$ cat config.mk
export PLATFORM = sky130hd
export DESIGN_NAME = datapath_core
export DESIGN_NICKNAME = d
export VERILOG_FILES = /design/src/rtl/datapath_core.sv
export SDC_FILE = /design/constraint.sdc
export NUM_CORES = 2
export LEC_CHECK = 0
export CAP_MARGIN = 5
export CELL_PAD_IN_SITES_DETAIL_PLACEMENT = 0
export CELL_PAD_IN_SITES_GLOBAL_PLACEMENT = 1
export CORE_ASPECT_RATIO = 0.75
export CORE_MARGIN = 3
export CORE_UTILIZATION = 40
export CTS_CLUSTER_DIAMETER = 80
export CTS_CLUSTER_SIZE = 24
export DETAILED_ROUTE_END_ITERATION = 6
export PLACE_DENSITY_LB_ADDON = 0.1
export SETUP_SLACK_MARGIN = 0.1
export SYNTH_ARGS = -nofsm -noshare
export SYNTH_HDL_FRONTEND = slang
export SYNTH_SLANG_ARGS = --single-unit
$ cat constraint.sdc
create_clock -name clk -period 28.4 [get_ports clk]
set_input_delay 7.1 -clock clk [delete_from_list [all_inputs] [get_ports clk]]
set_output_delay 7.1 -clock clk [all_outputs]
set_load 0.02 [all_outputs]
$ cat src/rtl/datapath_core.sv
// Single-bus datapath: GPRs, HI/LO, PC, IR, MAR, MDR, Y, 64-bit Z, ALU; bus is combinational, loads land on the next rising clk, no backpressure.
// Define DATAPATH_MULDIV_EN to build the signed multiplier/divider for opcodes 2/3; without it they yield Z = 0.
module datapath_core #(
    parameter int WIDTH = 32
) (
    input  logic             clk,
    input  logic             clr,
    input  logic [31:0]      enable,
    input  logic [31:0]      busSelect,
    input  logic [WIDTH-1:0] inPort,
    input  logic [WIDTH-1:0] MDataIn,
    input  logic             MD_Read,
    input  logic [3:0]       Control_Signals,
    output logic [WIDTH-1:0] busMuxOut
);

    localparam int SHW   = $clog2(WIDTH);
    localparam int NGPR  = 16;
    localparam int NSRC  = 23;

    localparam int EN_HI  = 16;
    localparam int EN_LO  = 17;
    localparam int EN_PC  = 20;
    localparam int EN_MDR = 21;
    localparam int EN_IR  = 23;
    localparam int EN_Z   = 24;
    localparam int EN_MAR = 25;
    localparam int EN_INC = 26;
    localparam int EN_Y   = 27;

    localparam int SEL_HI  = 16;
    localparam int SEL_LO  = 17;
    localparam int SEL_ZH  = 18;
    localparam int SEL_ZL  = 19;
    localparam int SEL_PC  = 20;
    localparam int SEL_MDR = 21;
    localparam int SEL_IN  = 22;

    typedef enum logic [3:0] {
        OP_ADD  = 4'd0,
        OP_SUB  = 4'd1,
        OP_MUL  = 4'd2,
        OP_DIV  = 4'd3,
        OP_AND  = 4'd4,
        OP_OR   = 4'd5,
        OP_SHR  = 4'd6,
        OP_SHRA = 4'd7,
        OP_SHL  = 4'd8,
        OP_ROR  = 4'd9,
        OP_ROL  = 4'd10,
        OP_NEG  = 4'd11,
        OP_NOT  = 4'd12
    } alu_op_e;

    logic [WIDTH-1:0]   r_q [NGPR];
    logic [WIDTH-1:0]   r_d [NGPR];
    logic [WIDTH-1:0]   hi_q, hi_d;
    logic [WIDTH-1:0]   lo_q, lo_d;
    logic [WIDTH-1:0]   pc_q, pc_d;
    logic [WIDTH-1:0]   ir_q, ir_d;
    logic [WIDTH-1:0]   mar_q, mar_d;
    logic [WIDTH-1:0]   mdr_q, mdr_d;
    logic [WIDTH-1:0]   y_q, y_d;
    logic [2*WIDTH-1:0] z_q, z_d;

    logic [WIDTH-1:0]   bus;
    logic [WIDTH-1:0]   bus_src [NSRC];

    // ---------------------------------------------------------------
    // Bus multiplexer: scanning from the top down lets the lowest
    // asserted select bit overwrite any higher one.
    // ---------------------------------------------------------------
    always_comb begin
        for (int i = 0; i < NGPR; i++) begin
            bus_src[i] = r_q[i];
        end
        bus_src[SEL_HI]  = hi_q;
        bus_src[SEL_LO]  = lo_q;
        bus_src[SEL_ZH]  = z_q[2*WIDTH-1:WIDTH];
        bus_src[SEL_ZL]  = z_q[WIDTH-1:0];
        bus_src[SEL_PC]  = pc_q;
        bus_src[SEL_MDR] = mdr_q;
        bus_src[SEL_IN]  = inPort;

        bus = '0;
        for (int i = NSRC - 1; i >= 0; i--) begin
            if (busSelect[i]) begin
                bus = bus_src[i];
            end
        end
    end

    assign busMuxOut = bus;

    // ---------------------------------------------------------------
    // ALU: A = Y, B = bus
    // ---------------------------------------------------------------
    alu_op_e            alu_op;
    logic [WIDTH-1:0]   alu_a;
    logic [WIDTH-1:0]   alu_b;
    logic [SHW-1:0]     shamt;
    logic [WIDTH-1:0]   rot_r;
    logic [WIDTH-1:0]   rot_l;
    logic [2*WIDTH-1:0] mul_res;
    logic [2*WIDTH-1:0] div_res;
    logic [2*WIDTH-1:0] alu_res;

    assign alu_op = alu_op_e'(Control_Signals);
    assign alu_a  = y_q;
    assign alu_b  = bus;
    assign shamt  = alu_b[SHW-1:0];

    // Rotating the doubled word makes an amount of zero return A for free.
    assign rot_r = WIDTH'({alu_a, alu_a} >> shamt);
    assign rot_l = WIDTH'(({alu_a, alu_a} << shamt) >> WIDTH);

`ifdef DATAPATH_MULDIV_EN
    logic signed [2*WIDTH-1:0] mul_full;
    logic signed [WIDTH-1:0]   div_q;
    logic signed [WIDTH-1:0]   div_r;
    logic                      div_by_zero;

    always_comb begin
        mul_full    = $signed({{WIDTH{alu_a[WIDTH-1]}}, alu_a})
                    * $signed({{WIDTH{alu_b[WIDTH-1]}}, alu_b});
        div_by_zero = (alu_b == '0);
        div_q       = '0;
        div_r       = '0;
        if (!div_by_zero) begin
            div_q = $signed(alu_a) / $signed(alu_b);
            div_r = $signed(alu_a) % $signed(alu_b);
        end
    end

    assign mul_res = mul_full;
    assign div_res = div_by_zero ? {alu_a, {WIDTH{1'b0}}} : {div_r, div_q};
`else
    assign mul_res = '0;
    assign div_res = '0;
`endif

    always_comb begin
        alu_res = '0;
        case (alu_op)
            OP_ADD:  alu_res[WIDTH-1:0] = alu_a + alu_b;
            OP_SUB:  alu_res[WIDTH-1:0] = alu_a - alu_b;
            OP_MUL:  alu_res            = mul_res;
            OP_DIV:  alu_res            = div_res;
            OP_AND:  alu_res[WIDTH-1:0] = alu_a & alu_b;
            OP_OR:   alu_res[WIDTH-1:0] = alu_a | alu_b;
            OP_SHR:  alu_res[WIDTH-1:0] = alu_a >> shamt;
            OP_SHRA: alu_res[WIDTH-1:0] = $signed(alu_a) >>> shamt;
            OP_SHL:  alu_res[WIDTH-1:0] = alu_a << shamt;
            OP_ROR:  alu_res[WIDTH-1:0] = rot_r;
            OP_ROL:  alu_res[WIDTH-1:0] = rot_l;
            OP_NEG:  alu_res[WIDTH-1:0] = {WIDTH{1'b0}} - alu_b;
            OP_NOT:  alu_res[WIDTH-1:0] = ~alu_b;
            default: alu_res[WIDTH-1:0] = alu_b;
        endcase
    end

    // ---------------------------------------------------------------
    // Register next-state
    // ---------------------------------------------------------------
    always_comb begin
        for (int i = 0; i < NGPR; i++) begin
            r_d[i] = enable[i] ? bus : r_q[i];
        end
        hi_d  = enable[EN_HI]  ? bus : hi_q;
        lo_d  = enable[EN_LO]  ? bus : lo_q;
        ir_d  = enable[EN_IR]  ? bus : ir_q;
        mar_d = enable[EN_MAR] ? bus : mar_q;
        y_d   = enable[EN_Y]   ? bus : y_q;
        mdr_d = enable[EN_MDR] ? (MD_Read ? MDataIn : bus) : mdr_q;
        z_d   = enable[EN_Z]   ? alu_res : z_q;

        // Increment wins over a bus load when both are requested.
        if (enable[EN_INC]) begin
            pc_d = pc_q + {{(WIDTH-1){1'b0}}, 1'b1};
        end else if (enable[EN_PC]) begin
            pc_d = bus;
        end else begin
            pc_d = pc_q;
        end
    end

    always_ff @(posedge clk or posedge clr) begin
        if (clr) begin
            for (int i = 0; i < NGPR; i++) begin
                r_q[i] <= '0;
            end
            hi_q  <= '0;
            lo_q  <= '0;
            pc_q  <= '0;
            ir_q  <= '0;
            mar_q <= '0;
            mdr_q <= '0;
            y_q   <= '0;
            z_q   <= '0;
        end else begin
            for (int i = 0; i < NGPR; i++) begin
                r_q[i] <= r_d[i];
            end
            hi_q  <= hi_d;
            lo_q  <= lo_d;
            pc_q  <= pc_d;
            ir_q  <= ir_d;
            mar_q <= mar_d;
            mdr_q <= mdr_d;
            y_q   <= y_d;
            z_q   <= z_d;
        end
    end

    // IR and MAR feed logic outside this block; reserved map bits are don't-cares.
    logic unused_bits;
    assign unused_bits = ^{enable[31:28], enable[22], enable[19:18],
                           busSelect[31:23], ir_q, mar_q};

endmodule

# Word-level counts from Yosys, hierarchy flattened

Index checks and enable logic that the tools add are counted.

Input port bits: 135
Output and inout bits: 32
Bits in registers: 704

Reductions and logical operators: 3
Eq/ne operators: 12
Shift operators: 5
Bitwise gates (word level): 3
Add/sub/neg operators: 4
Mux-type cells: 27

Operators with widths:

| operator                                                            | count |
|---|---|
| 32-bit two-way mux                                                  | 26 |
| 32-bit case mux with 12 select lines                                | 1 |
| 64-bit by 5-bit left shift with 64-bit output                       | 1 |
| 64-bit by 5-bit right shift with 32-bit output                      | 1 |
| 32-bit by 1-bit adder with 32-bit output, second input constant     | 1 |
| 32-bit adder                                                        | 1 |
| 32-bit bitwise AND                                                  | 1 |
| 32-bit inverter                                                     | 1 |
| 32-bit bitwise OR                                                   | 1 |
| 32-bit by 5-bit left shift with 32-bit output                       | 1 |
| 32-bit by 5-bit right shift with 32-bit output                      | 1 |
| 32-bit by 5-bit >>> shifter with 32-bit output                      | 1 |
| 1-bit by 32-bit subtractor with 32-bit output, first input constant | 1 |
| 32-bit subtractor                                                   | 1 |
| 4-bit == test, second input constant                                | 5 |
| 4-bit by 3-bit == test with 1-bit output, second input constant     | 4 |
| 4-bit by 2-bit == test with 1-bit output, second input constant     | 2 |
| 4-bit by 1-bit == test with 1-bit output, second input constant     | 1 |
| 4-bit zero test                                                     | 1 |
| 2-bit nonzero test                                                  | 1 |
| 2-bit OR reduction                                                  | 1 |

# Depth between registers and ports, before layout

Depth after elaboration: 25
Gate-level depth with buffers: 29

# Least setup slack after synthesis

Ideal clock, no wire load.

Path type: input to output
Start point: input port busSelect[21]
End point: output port busMuxOut[14]
Slack: 11,239 ps
Data required time: 21,300 ps
Arrival time: 10,061 ps
Cell stages on the path: 17
Buffers on the path: 6
Path through: clkbuf_1 -> nor2b_1 -> clkbuf_1 -> buf_2 -> buf_1 -> a221oi_1 -> o31ai_1 -> a221oi_1 -> nor3_1 -> o22ai_1 -> nor2_1 -> a211oi_1 -> o21ai_0 -> a222oi_1 -> clkbuf_1 -> clkbuf_1 -> inv_1

Cells in the longest elaborated chain, start to end: 22

Ends and longest elaborated chain:

| element                           | line | source |
|---|---|---|
| start, declared                   | 9    | `input logic [31:0] busSelect,` |
| 32-bit two-way mux (22 in series) | 87   | `if (busSelect[i]) begin` |
| end, declared                     | 14   | `output logic [WIDTH-1:0] busMuxOut` |

No other way between the ends.

# Final worst setup path

Start point: input port busSelect[19]
End point: output port busMuxOut[13]

Cells in the longest elaborated chain, start to end: 20

Ends and longest elaborated chain:

| element                           | line |
|---|---|
| 32-bit two-way mux (20 in series) | 87 |

No other way between the ends.

==> summary.txt <==
Status = complete, no violations
Hold Vio Cnt, Final = 0
Critical path's slowest cell = o31ai_1
Placeable Area = 108000 um^2
FF-to-FF End = z_q[20]
P per Cell Area = 73.4 nW/um^2
RSZ-0062 raised after global routing = false
Row cnt = 104
XOR/XNOR Fraction of Synth Area = 0.919%
F_max = 49.7 MHz
Worst setup SP type = input port
Final WL = 208 mm
Syn_nets = 5383
Vias per cell = 6.54
TritonCTS clock tree = yes
Synth Area in Compound Gates = 27.1%
Setup crit end kind = output pin
Crit path kind = input port to output pin
Synth top area cells = dfrtp_1, a21oi_1, mux2_2
Buffers on Ports = 148
Fill count = 10900
FF-to-FF Start = pc_q[13]
Remaining DRCs = 0
Share of the synthesized area in the top cell type = 40.2%
Post-Syn Instances = 5148
DP Area = 46600 um^2
GP Congestion = 1.07
Measured slew at the worst slew-check pin = 1.38 ns
CTS Sinks = 704
Wire length per cell = 32.1 um
Mux share of post-synthesis cell area = 9.14%
Initial Utilization = 40.6%
Die Span Y = 293 um
WL met2 = 83.2 mm
Reg2reg path depth = 25
Max incr delay on CP = 0.95 ns
Top-count cell post-synth = a21oi_1
Final #Nets = 5267
Drt first pass iters = 6
CTS H-tree depth = 2
Mean Syn Cell Area = 8.52 um^2
Total grt overflow = 0
Worst Path Required = 21.30 ns
Synth Area in Simple Gates = 14.2%
DRT antenna net count = 0
Iter 0 DRT Violations = 5762
Worst slew margin = 7.66%
Top cells by instance count after synthesis = a21oi_1, dfrtp_1, nor2_1, nand2_1, clkbuf_1
Max-Cap Viols = 0
Count of final max-slew check failures = 0
Ports = 167
Wire length of the first global-routing pass = 297 mm
Fin Setup TNS = 0 ns
Leak pwr = 19.5 nW
Number of synthesized flops with an enable pin = 0
Vias in the first global route = 39000
Sequential cell area = 17600 um^2
Final Setup Violations = 0
Number of gates resized after CTS = 0
Syn-to-layout area delta = 9.32%
DP HPWL = 145 mm
CP arrival = 13.03 ns
Post-CTS setup buffer count = 0
Via count = 42400
FF+latch count, synth = 704
Post-synthesis sequential area ratio = 40.2%
Root Driver = clkbuf_16
Worst-path cell chain = clkdlybuf4s50_1 -> nor3b_2 -> buf_4 -> a221o_1 -> o221ai_1 -> o21ai_0 -> a221o_1 -> a221oi_1 -> o31ai_1 -> o311ai_0 -> a41oi_4 -> buf_4 -> clkdlybuf4s50_1
Worst-path fanout max = 20
Met1 Routed Length = 93.5 mm
Final Instance Area = 47900 um^2
Critical path destination = busMuxOut[13]
Num CTS Buffers = 40
CTS max path bufs = 3
Max Used Layer = met4
Tcrit/Tclk final = 70.9%
Die footprint = 114000 um^2
Primary FF master, synth = dfrtp_1
Maximum VDD drop = 0.0619 mV
Met3 Wirelength = 24.9 mm
Largest net degree at the start of global routing = 154
Multi-input gate area = 24100 um^2
Skew final = 0.0459 ns
Tmin final = 20.13 ns
Syn. warnings = 0
Antenna violations before repair = 11
Fraction of synthesis flops using an asynchronous set or reset pin = 100%
Die X = 388 um
Worst R2R Setup Slack = 19.75 ns
Share of cells above drive strength 1 = 11.8%
Post-synthesis adder-cell area fraction = 2.89%
Post-synth cell types = 96
Synth area leader = dfrtp_1
Clk slew on worst S/H paths = 0.10 ns
GRT Total Usage = 35.6%
Worst-skew pair later-pin latency = 0.65 ns
Post-Syn Area = 43800 um^2
Pre-CTS setup slack = 8.38 ns
Setup ws final = 8.27 ns
Hold WC Path Type = flip-flop to flip-flop
Hold buffers post-CTS = 0
Main combinational cell family by area after synthesis = compound AO/OA/AOI/OAI gates
Crit. Startpoint = busSelect[19]
-- power by group --
part           internal (mW)  switching, mW
Clock                  0.285          0.394
Combinational          0.487           1.00
Sequential              1.20          0.149
Total                   1.97           1.55
-- through the flow --
stage | util [%] | power (mW) | instances | hold WS, ns
detailed placement | 43.2 | 2.80 | 6420 | 0.481
floorplan | - | 2.21 | 5148 | 0.450
global placement | 43.2 | 2.79 | 6420 | 0.466
CTS | 44.4 | 3.48 | 6478 | 0.505
finish | 44.4 | 3.52 | 6482 | 0.501
global route | 44.4 | 3.68 | 6479 | 0.518
-- flip-flops by register name (all words and copies together) (netlist names) --
| register | flops |
|---|---|
| alu_a | 32 |
| bus_src | 512 |
| hi_q | 32 |
| lo_q | 32 |
| mdr_q | 32 |
| pc_q | 32 |
| z_q | 32 |
-- worst max-delay path: cells and delay by family --
family | cells | cell delay (ns)
AO/OA/AOI/OAI | 8 | 2.96
buffers and inverters | 4 | 2.36
AND/OR/NAND/NOR | 1 | 0.55
-- kinds of logic (layout without fill, tap and decap cells) --
kind of cell	after synthesis	in the layout
AOI/OAI and AO/OA	1882	1882
DFF	704	704
muxes	366	366
xor gates and xnor gates	46	46
and+or+nand+nor	1417	1417
other	0	3
adders and majority gates	100	100
buffers and inverters	633	533
-- area by class of cell --
cell class,instances,area share (%)
multi-input cells,3811,50.2
inverters,171,1.36
flip-flops and latches,704,36.7
well taps,1431,3.73
clock inverters,16,0.517
repair buffers,304,5.25
diodes,3,0.0157
clock buffers,42,2.15
-- per-layer routing --
metal	track usage [%]	up-vias
li1	-	18500
met1	53.2	21200
met2	49.0	2314
met3	10.9	325
met4	9.66	0
met5	0	-
-- worst min-delay path by stage --
stage               from         to  slack, ns  cells past startpoint
6_report       mdr_q[20]  mdr_q[20]       0.50                      1
5_1_grt        mdr_q[20]  mdr_q[20]       0.52                      1
4_1_cts        mdr_q[20]  mdr_q[20]       0.50                      1
3_5_place_dp    mdr_q[5]   mdr_q[5]       0.48                      1
3_3_place_gp   mdr_q[20]  mdr_q[20]       0.47                      1
2_1_floorplan   mdr_q[5]   mdr_q[5]       0.45                      1
-- placed cells by master (no fill, tap or decap), drive strengths merged, types with 42 or more instances in the layout --
cell           Yosys  final
o211ai            89     89
clkdlybuf4s50      0    116
a31oi             75     75
clkbuf           361     42
nand3            131    131
o31ai             45     45
nor2             590    590
inv              163    166
dfrtp            704    704
o22ai             71     71
mux2             265    265
ha                98     98
o21ai            345    345
nor3              99     99
a211oi            62     62
a21oi            715    715
nand2            394    394
a22oi             46     46
o221ai            49     49
buf              101    188
mux2i            100    100
a221oi           107    107
Power figures use the tool's default switching activity.
